<file path="config.mk">
export PLATFORM = sky130hd
export DESIGN_NAME = req_dispatch_queue
export DESIGN_NICKNAME = d
export VERILOG_FILES = /design/src/rtl/req_queue_pkg.sv /design/src/rtl/req_chan_fifo.sv /design/src/rtl/req_dispatch_queue.sv
export SDC_FILE = /design/constraint.sdc
export NUM_CORES = 1
export LEC_CHECK = 0
export BUFFER_PORTS_ARGS = -buffer_cell sky130_fd_sc_hd__buf_2
export CAP_MARGIN = 20
export CORE_MARGIN = 2
export CORE_UTILIZATION = 40
export DETAILED_ROUTE_END_ITERATION = 7
export SLEW_MARGIN = 10
export SYNTH_ARGS = -nofsm -noshare
export SYNTH_HDL_FRONTEND = slang
export SYNTH_SLANG_ARGS = --single-unit
</file>
<file path="constraint.sdc">
create_clock -name clk -period 5 [get_ports clk]
set_input_delay 1.5 -clock clk [delete_from_list [all_inputs] [get_ports clk]]
set_output_delay 1.5 -clock clk [all_outputs]
set_load 0.05 [all_outputs]
</file>
<file path="src/rtl/req_queue_pkg.sv">
// req_queue_pkg: shared sizing helpers and instruction field layout for the
// request dispatch queue.
//   instr_w  : packed instruction width {opcode, key_addr, text_addr}
//   chan_w   : channel-select width derived from the channel count
//   cnt_w    : per-channel occupancy counter width (holds 0..QDEPTH)
//   *_lsb    : bit positions of the instruction fields (text_addr at LSBs)
package req_queue_pkg;

  function automatic int instr_w(input int addrw, input int opcodew);
    return 2 * addrw + opcodew;
  endfunction

  function automatic int chan_w(input int nch);
    return (nch > 1) ? $clog2(nch) : 1;
  endfunction

  function automatic int cnt_w(input int qdepth);
    return $clog2(qdepth) + 1;
  endfunction

  localparam int TEXT_LSB = 0;

  function automatic int key_lsb(input int addrw);
    return addrw;
  endfunction

  function automatic int opc_lsb(input int addrw);
    return 2 * addrw;
  endfunction

endpackage

</file>
<file path="src/rtl/req_chan_fifo.sv">
// req_chan_fifo: one first-word-fall-through channel FIFO.
//   clk, rst_n : clock, asynchronous active-low reset (memory cleared too)
//   flush_i    : synchronous clear of pointers and count, overrides push/pop
//   push_i     : write wdata_i (ignored when full)
//   pop_i      : consume head entry (ignored when empty)
//   rdata_o    : head entry, combinational from memory and read pointer
//   valid_o    : channel not empty
//   full_o     : count == QDEPTH
//   count_o    : entries held, 0..QDEPTH
module req_chan_fifo
  import req_queue_pkg::*;
#(
  parameter int INSTRW = 18,
  parameter int QDEPTH = 16
) (
  input  logic                     clk,
  input  logic                     rst_n,
  input  logic                     flush_i,
  input  logic                     push_i,
  input  logic [INSTRW-1:0]        wdata_i,
  input  logic                     pop_i,
  output logic [INSTRW-1:0]        rdata_o,
  output logic                     valid_o,
  output logic                     full_o,
  output logic [cnt_w(QDEPTH)-1:0] count_o
);

  localparam int PTRW = $clog2(QDEPTH);
  localparam int CNTW = cnt_w(QDEPTH);

  logic [INSTRW-1:0] mem_q [QDEPTH];
  logic [PTRW-1:0]   rd_ptr_q, rd_ptr_d;
  logic [PTRW-1:0]   wr_ptr_q, wr_ptr_d;
  logic [CNTW-1:0]   count_q,  count_d;
  logic              full, empty, do_push, do_pop;

  assign full    = (count_q == CNTW'(QDEPTH));
  assign empty   = (count_q == '0);
  assign do_push = push_i && !full;
  assign do_pop  = pop_i && !empty;

  always_comb begin
    rd_ptr_d = rd_ptr_q;
    wr_ptr_d = wr_ptr_q;
    count_d  = count_q;
    if (flush_i) begin
      rd_ptr_d = '0;
      wr_ptr_d = '0;
      count_d  = '0;
    end else begin
      if (do_push) wr_ptr_d = wr_ptr_q + 1'b1;
      if (do_pop)  rd_ptr_d = rd_ptr_q + 1'b1;
      case ({do_push, do_pop})
        2'b10:   count_d = count_q + 1'b1;
        2'b01:   count_d = count_q - 1'b1;
        default: count_d = count_q;
      endcase
    end
  end

  always_ff @(posedge clk or negedge rst_n) begin
    if (!rst_n) begin
      rd_ptr_q <= '0;
      wr_ptr_q <= '0;
      count_q  <= '0;
    end else begin
      rd_ptr_q <= rd_ptr_d;
      wr_ptr_q <= wr_ptr_d;
      count_q  <= count_d;
    end
  end

  always_ff @(posedge clk or negedge rst_n) begin
    if (!rst_n) begin
      for (int unsigned i = 0; i < QDEPTH; i++) mem_q[i] <= '0;
    end else if (do_push && !flush_i) begin
      mem_q[wr_ptr_q] <= wdata_i;
    end
  end

  assign rdata_o = mem_q[rd_ptr_q];
  assign valid_o = !empty;
  assign full_o  = full;
  assign count_o = count_q;

endmodule

</file>
<file path="src/rtl/req_dispatch_queue.sv">
// req_dispatch_queue: routes deserialized instructions by opcode[CHW-1:0]
// into NCH independent FWFT FIFOs, one per crypto core.
//   clk, rst_n   : clock, asynchronous active-low reset
//   flush        : synchronous clear of every channel
//   in_valid     : instruction offered; in_ready: target channel can accept
//   opcode, key_addr, text_addr : instruction fields
//   out_valid[c], out_ready[c]  : per-channel head handshake
//   out_instr    : head of channel c at slice c, {opcode, key_addr, text_addr}
//   occupancy    : entry count of channel c at slice c
// Optional (macro REQ_DISPATCH_STALL_CNT_EN):
//   stall_cnt    : saturating count of cycles with in_valid && !in_ready
//   ovf_seen     : sticky per-channel flag, push refused because channel full
module req_dispatch_queue
  import req_queue_pkg::*;
#(
  parameter int ADDRW   = 8,
  parameter int OPCODEW = 2,
  parameter int QDEPTH  = 16,
  parameter int NCH     = 2
) (
  input  logic                                     clk,
  input  logic                                     rst_n,
  input  logic                                     flush,
  input  logic                                     in_valid,
  output logic                                     in_ready,
  input  logic [OPCODEW-1:0]                       opcode,
  input  logic [ADDRW-1:0]                         key_addr,
  input  logic [ADDRW-1:0]                         text_addr,
  output logic [NCH-1:0]                           out_valid,
  input  logic [NCH-1:0]                           out_ready,
  output logic [NCH*instr_w(ADDRW, OPCODEW)-1:0]   out_instr,
`ifdef REQ_DISPATCH_STALL_CNT_EN
  output logic [15:0]                              stall_cnt,
  output logic [NCH-1:0]                           ovf_seen,
`endif
  output logic [NCH*cnt_w(QDEPTH)-1:0]             occupancy
);

  localparam int INSTRW = instr_w(ADDRW, OPCODEW);
  localparam int CHW    = chan_w(NCH);
  localparam int CNTW   = cnt_w(QDEPTH);

  logic [INSTRW-1:0] wdata;
  logic [CHW-1:0]    sel;
  logic [NCH-1:0]    full;
  logic [NCH-1:0]    push;
  logic              accept;

  assign wdata    = {opcode, key_addr, text_addr};
  assign sel      = opcode[CHW-1:0];
  assign in_ready = !full[sel] && !flush;
  assign accept   = in_valid && in_ready;

  always_comb begin
    push = '0;
    for (int unsigned c = 0; c < NCH; c++) begin
      push[c] = accept && (sel == CHW'(c));
    end
  end

  for (genvar c = 0; c < NCH; c++) begin : g_chan
    req_chan_fifo #(
      .INSTRW (INSTRW),
      .QDEPTH (QDEPTH)
    ) u_fifo (
      .clk     (clk),
      .rst_n   (rst_n),
      .flush_i (flush),
      .push_i  (push[c]),
      .wdata_i (wdata),
      .pop_i   (out_ready[c]),
      .rdata_o (out_instr[c*INSTRW +: INSTRW]),
      .valid_o (out_valid[c]),
      .full_o  (full[c]),
      .count_o (occupancy[c*CNTW +: CNTW])
    );
  end

`ifdef REQ_DISPATCH_STALL_CNT_EN
  logic [15:0]    stall_q, stall_d;
  logic [NCH-1:0] ovf_q, ovf_d;

  // Counters survive flush: they describe deserializer back-pressure history.
  always_comb begin
    stall_d = stall_q;
    ovf_d   = ovf_q;
    if (in_valid && !in_ready && (stall_q != '1)) stall_d = stall_q + 1'b1;
    for (int unsigned c = 0; c < NCH; c++) begin
      if (in_valid && (sel == CHW'(c)) && full[c]) ovf_d[c] = 1'b1;
    end
  end

  always_ff @(posedge clk or negedge rst_n) begin
    if (!rst_n) begin
      stall_q <= '0;
      ovf_q   <= '0;
    end else begin
      stall_q <= stall_d;
      ovf_q   <= ovf_d;
    end
  end

  assign stall_cnt = stall_q;
  assign ovf_seen  = ovf_q;
`endif

endmodule

</file>
# --- Word level (Yosys, flattened, before mapping) ---
# Index checks and enable logic that the tools add are counted.
classes:
  n_bitwise: 5
  n_mux: 26
  order_cmp: 7
  n_eq_ne: 6
  add_sub_neg: 8
  n_reduce_logical: 26
ops:
  columns: ["operator", "count"]
  rows:
  - ["bitwise mux 288 bit", 2]
  - ["binary-select mux 18 bit (select 4 bit)", 2]
  - ["demux 18 bit (select 4 bit)", 2]
  - ["two-way mux 18 bit", 6]
  - ["two-way mux 4 bit", 8]
  - [">= comparator 5 bit (second input constant)", 4]
  - ["inverter 4 -> 5 bit", 4]
  - ["case mux 5 bit (2 select lines)", 2]
  - ["adder 4 x 1 -> 4 bit (second input constant)", 4]
  - ["logical AND 1 bit", 12]
  - ["adder 5 x 1 -> 5 bit (second input constant)", 2]
  - ["== test 5 bit (second input constant)", 2]
  - ["zero test 5 bit", 2]
  - ["< comparator 5 x 1 -> 1 bit (second input constant)", 2]
  - ["two-way mux 5 bit", 2]
  - ["subtractor 5 x 1 -> 5 bit (second input constant)", 2]
  - ["nonzero test 2 bit", 4]
  - ["zero test 1 bit", 6]
  - ["nonzero test 3 bit", 2]
  - ["== test 2 x 1 -> 1 bit (second input constant)", 2]
  - ["== test 2 bit (second input constant)", 2]
  - ["< comparator 1 x 2 -> 1 bit (second input constant)", 1]
  - ["two-way mux 1 bit", 2]
  - ["inverter 1 bit", 1]
totals:
  elab_cells: 116
  out_inout_bits: 49
  in_bits: 24
  reg_bits: 602

# --- Logic depth before layout (Yosys ltp) ---
logic_depth:
  ltp_word: 11
  mapped_depth: 11
  depth_no_buf: 10

# --- By module ---
# Synthesis repeated with hierarchy kept, for this count alone.
hier_totals:
  hier_cells: 1794
  area_unflattened_um2: 28333.4
by_module_without_submodules:
  columns: ["module", "seq_area_each_um2", "instances", "cells_per_inst", "area_each_um2"]
  rows:
  - ["req_chan_fifo at g_chan[0].u_fifo", 7532.2, 1, 891, 14171.1]
  - ["req_chan_fifo at g_chan[1].u_fifo", 7532.2, 1, 898, 14117.3]
  - ["req_dispatch_queue", 0.0, 1, 5, 45.0]

# --- Worst setup path before layout ---
# OpenSTA, ideal clock, no wires.
synth_path:
  path_type: "input to output"
  startpoint: "input port flush"
  endpoint: "output port in_ready"
  arrival_time_ns: 2.908
  required_time_ns: 3.500
  n_path_buf: 1
  setup_slack_ns: 0.592
  path_stages: 2
  cell_sequence: "clkbuf_1 > a311oi_1"
synth_via:
  elab_chain_len: 2
synth_lines:
  columns: ["item", "line", "source"]
  rows:
  - ["start, declared", "req_dispatch_queue.sv:23", "input logic flush,"]
  - ["zero test 1 bit", "req_dispatch_queue.sv:51", "assign in_ready = !full[sel] && !flush;"]
  - ["logical AND 1 bit", "req_dispatch_queue.sv:51", null]
  - ["end, declared", "req_dispatch_queue.sv:25", "output logic in_ready,"]
# Every way passes these cells.

# --- Worst setup path in the final report ---
layout_path:
  startpoint: "register g_chan[0].u_fifo.rd_ptr_q[0]"
  endpoint: "output port out_instr[14]"
layout_via:
  elab_chain_len: 4
layout_lines:
  columns: ["item", "line", "source"]
  rows:
  - ["start, declared", "req_chan_fifo.sv:32", "logic [PTRW-1:0] rd_ptr_q, rd_ptr_d;"]
  - ["start signal, assigned", "req_chan_fifo.sv:67", "rd_ptr_q <= rd_ptr_d;"]
  - ["inverter 4 -> 5 bit (not written as such)", "req_chan_fifo.sv:81", "assign rdata_o = mem_q[rd_ptr_q];"]
  - ["binary-select mux 18 bit (select 4 bit)", "req_chan_fifo.sv:81", null]
  - ["two-way mux 18 bit (not written as such) (2 in a row)", "req_chan_fifo.sv:81", null]
  - ["end, declared", "req_dispatch_queue.sv:31", "output logic [NCH*instr_w(ADDRW, OPCODEW)-1:0] out_instr,"]
# Every way passes these cells. The select of a mux whose other input is x is not followed.

==> flow_metrics.py <==
metrics = {
    "run_status": {
        "status": "complete, no violations",
    },
    "sta": {
        "finClkSkew_ps": 17.50,
        "setup_viol": 0,
        "worst_pin_slew_ps": 1071,
        "min_period_ps": 4527,
        "hold_ws_ps": 465.3,
        "tns_ps": 0,
        "timing.final.hold_violations": 0,
        "slew_headroom_pct": 28.61,
        "finalMaxSlewViolations": 0,
        "grt_setup_unrepaired": "no",
        "timing.fmax_ghz": 0.2209,
        "period_share_pct": 90.54,
    },
    "finish": {
        "final_cell_mix": "597 x dfrtp_1, 546 x mux2_2, 180 x mux4_2",
        "final_common_cell": "dfrtp_1",
        "syn_to_final_growth_pct": 12.90,
        "fillers": 5802,
        "drive_gt1_share_pct": 55.77,
        "nets": 1781,
        "final_util_pct": 45.80,
        "n_antenna_cell": 0,
    },
    "yosys": {
        "synth.ff_latch_count": 602,
        "synthCells": 1689,
        "synthAdderAreaFrac_pct": 0.7584,
        "synth_fp_nets": 1729,
        "synth_top_family_by_area": "multiplexers",
        "synth_top_area_cell": "dfrtp_1",
        "synth_ff_type": "dfrtp_1",
        "synth_xor_area_share_pct": 0.4478,
        "synth_mux_area_share_pct": 37.40,
        "synthSimpleGateAreaFrac_pct": 3.002,
        "synth_cell_type_count": 48,
        "synth_seq_area_share_pct": 55.01,
        "async_flop_share_pct": 100.0,
        "ys_warn_count": 0,
        "synth_edf_count": 0,
        "synth_top_area_share_pct": 55.01,
        "ys_top_cells_by_area": "dfrtp_1 55%, mux2_2 22%, mux4_2 15%",
        "synth_compound_area_share_pct": 0.7402,
        "syn_area_um2": 27390,
        "syn_area_per_cell_um2": 16.21,
    },
    "critical_path": {
        "critPathCaptureType": "output pin",
        "crit_required_ps": 3500,
        "crit_top_cell": "mux4_2",
        "worst_ep_arrival_time_ps": 3030,
        "cp-start-kind": "register",
        "path_class": "register to output pin",
        "max_stage_delay_ps": 730,
        "crit_path_cell_trace": "buf_12, mux4_2, mux4_2, buf_2",
        "critical-path-slowest-cell": "dfrtp_4",
        "crit_fanout": 32,
    },
    "global_routing": {
        "grt.total_usage_pct": 18.83,
        "antenna_found_initial": 1,
        "grt_max_degree": 110,
        "grt-ovfl-total": 0,
        "grt_first_pass_wirelength_um": 100800,
        "grt_pass1_vias": 16179,
    },
    "pwr": {
        "pwr-share-clk_pct": 34.9,
        "swShare_pct": 31.27,
        "p_per_area_nw_per_um2": 441.4,
        "p_switching_w": 0.004267,
        "seq_power_share_pct": 40.7,
        "leakagePower_nw": 14.56,
        "ir_worst_vdd_uv": 271.3,
        "p_int_w": 0.009379,
        "comb_power_share_pct": 24.4,
        "power_w": 0.01365,
    },
    "place": {
        "gp_congestion": 0.7494,
        "dp_hpwl_um": 38720,
        "numPortBuffers": 72,
    },
    "drt": {
        "initialDrtViolationCount": 869,
        "ant_nets": 0,
        "wl_per_cell_um": 24.05,
        "wirelength_um": 63950,
        "vias_per_cell": 5.542,
        "vias": 14735,
        "post-route-drc-count": 0,
        "drt_first_pass_iters": 6,
    },
    "die": {
        "fp.dieW_um": 265.7,
        "die_area_um2": 70570,
        "start_util_pct": 40.56,
        "die_y_um": 265.7,
        "fp.coreArea_um2": 67510,
        "ios": 73,
        "std_cell_rows": 95,
    },
    "clock_network": {
        "clock_sinks": 602,
        "clock_latency_ps": 590,
        "cts_root_buffer": "clkbuf_16",
        "postCtsHoldBufs": 0,
        "clock_path_buffers": 3,
        "cts_buffers": 67,
        "cts_tree": "done",
        "cts_resized": 0,
        "cts_setup_buffers": 0,
        "cts_htree_levels": 3,
        "clk_pin_slew_worst_paths_ps": 60,
    },
    "job": {
        "drv_cap": 0,
    },
    "hold_path": {
        "hold_path_class": "register to register",
    },
}
-- cell type report --
type	count	area, um^2	share of cell area (%)
timing repair buffer	133	991.0	3.205
inverter	9	33.78	0.1093
clock buffer	101	2029	6.564
sequential	602	15080	48.78
tap	873	1092	3.533
multi-input combinational	928	11600	37.51
clock inverter	13	93.84	0.3035
-- power by group through the flow --
stage	Combinational (W)	Clock, W	Sequential (W)
global route	0.00355	0.00511	0.00561
detailed placement	0.00339	0	0.00565
CTS	0.00340	0.00490	0.00556
floorplan	0.00251	0	0.00553
global placement	0.00336	0	0.00563
finish	0.00333	0.00477	0.00555
-- through the flow --
step / setup slack, ps / area [um^2] / std cells
detailed placement: 868.7 / 28800 / 2545
floorplan: 591.7 / 27390 / 1689
global placement: 884.4 / 28800 / 2545
CTS: 389.2 / 30920 / 2659
global route: 327.7 / 30920 / 2659
finish: 472.8 / 30920 / 2659
-- cell usage after synthesis (2+ instances only) --
master,instances
nand3_1,2
o21ai_0,5
nand4_1,2
a21o_1,3
buf_6,5
and3b_1,2
nand2_4,2
or4_1,2
buf_1,11
dfrtp_1,602
o21a_1,3
xor2_1,7
a31oi_1,4
nor2_1,20
or2_2,13
o21ai_1,2
nor3_4,2
buf_4,13
nand2b_1,8
mux4_2,180
buf_2,32
nor4_1,4
ha_1,15
nor2_2,12
nand2_1,16
mux2_2,546
and2_1,17
o31ai_1,2
nand3b_2,2
nor3_1,5
clkbuf_1,89
inv_1,9
or3_1,4
xnor2_1,7
and3_1,3
mux2i_1,4
nor2b_1,16
a21oi_1,8
-- final timing paths --
| kind | from | cells past startpoint | slack, ps | endpoint |
|---|---|---|---|---|
| worst max register to register | g_chan[0].u_fifo.count_o[1] | 8 | 1780 | g_chan[0].u_fifo.count_o[4] |
| max in group asynchronous | rst_n | 2 | 2900 | g_chan[0].u_fifo.mem_q[71] |
| worst min-delay path | g_chan[1].u_fifo.mem_q[268] | 1 | 470 | g_chan[1].u_fifo.mem_q[268] |
| worst min register to register | g_chan[1].u_fifo.mem_q[268] | 1 | 470 | g_chan[1].u_fifo.mem_q[268] |
| min in group asynchronous | rst_n | 1 | 890 | g_chan[1].u_fifo.mem_q[266] |
| worst max-delay path | g_chan[0].u_fifo.rd_ptr_q[0] | 4 | 470 | out_instr[14] |
-- state kept, by name, summed over array words and instances (netlist names) --
name,count
g_chan.u_fifo.mem_q,576
g_chan.u_fifo.count_o,10
g_chan.u_fifo.rd_ptr_q,8
g_chan.u_fifo.wr_ptr_q,8
-- kinds of logic after synthesis --
family,after synthesis
buffers and inverters,159
multiplexers,730
AO/OA/AOI/OAI,31
XOR/XNOR,14
adder cells (fa/ha/maj),16
flip-flops,602
AND/OR/NAND/NOR,137
-- critical path, delay by kind of cell, from the launching register on --
| family | cells | cell delay [ps] |
|---|---|---|
| muxes | 2 | 1110 |
| DFF | 1 | 730 |
| buffers and inverters | 2 | 560 |
-- layer usage --
layer	global-route usage [%]	routed length, um	vias to the layer above	share of wire (%)
met4	5.481	1286	0	2.0
met3	2.685	2447	71	3.8
li1	-	-	6330	-
met2	30.44	31220	221	49
met5	0	0	-	0
met1	26.62	29000	8113	45
Note: power is estimated with default switching activity, not from simulation.
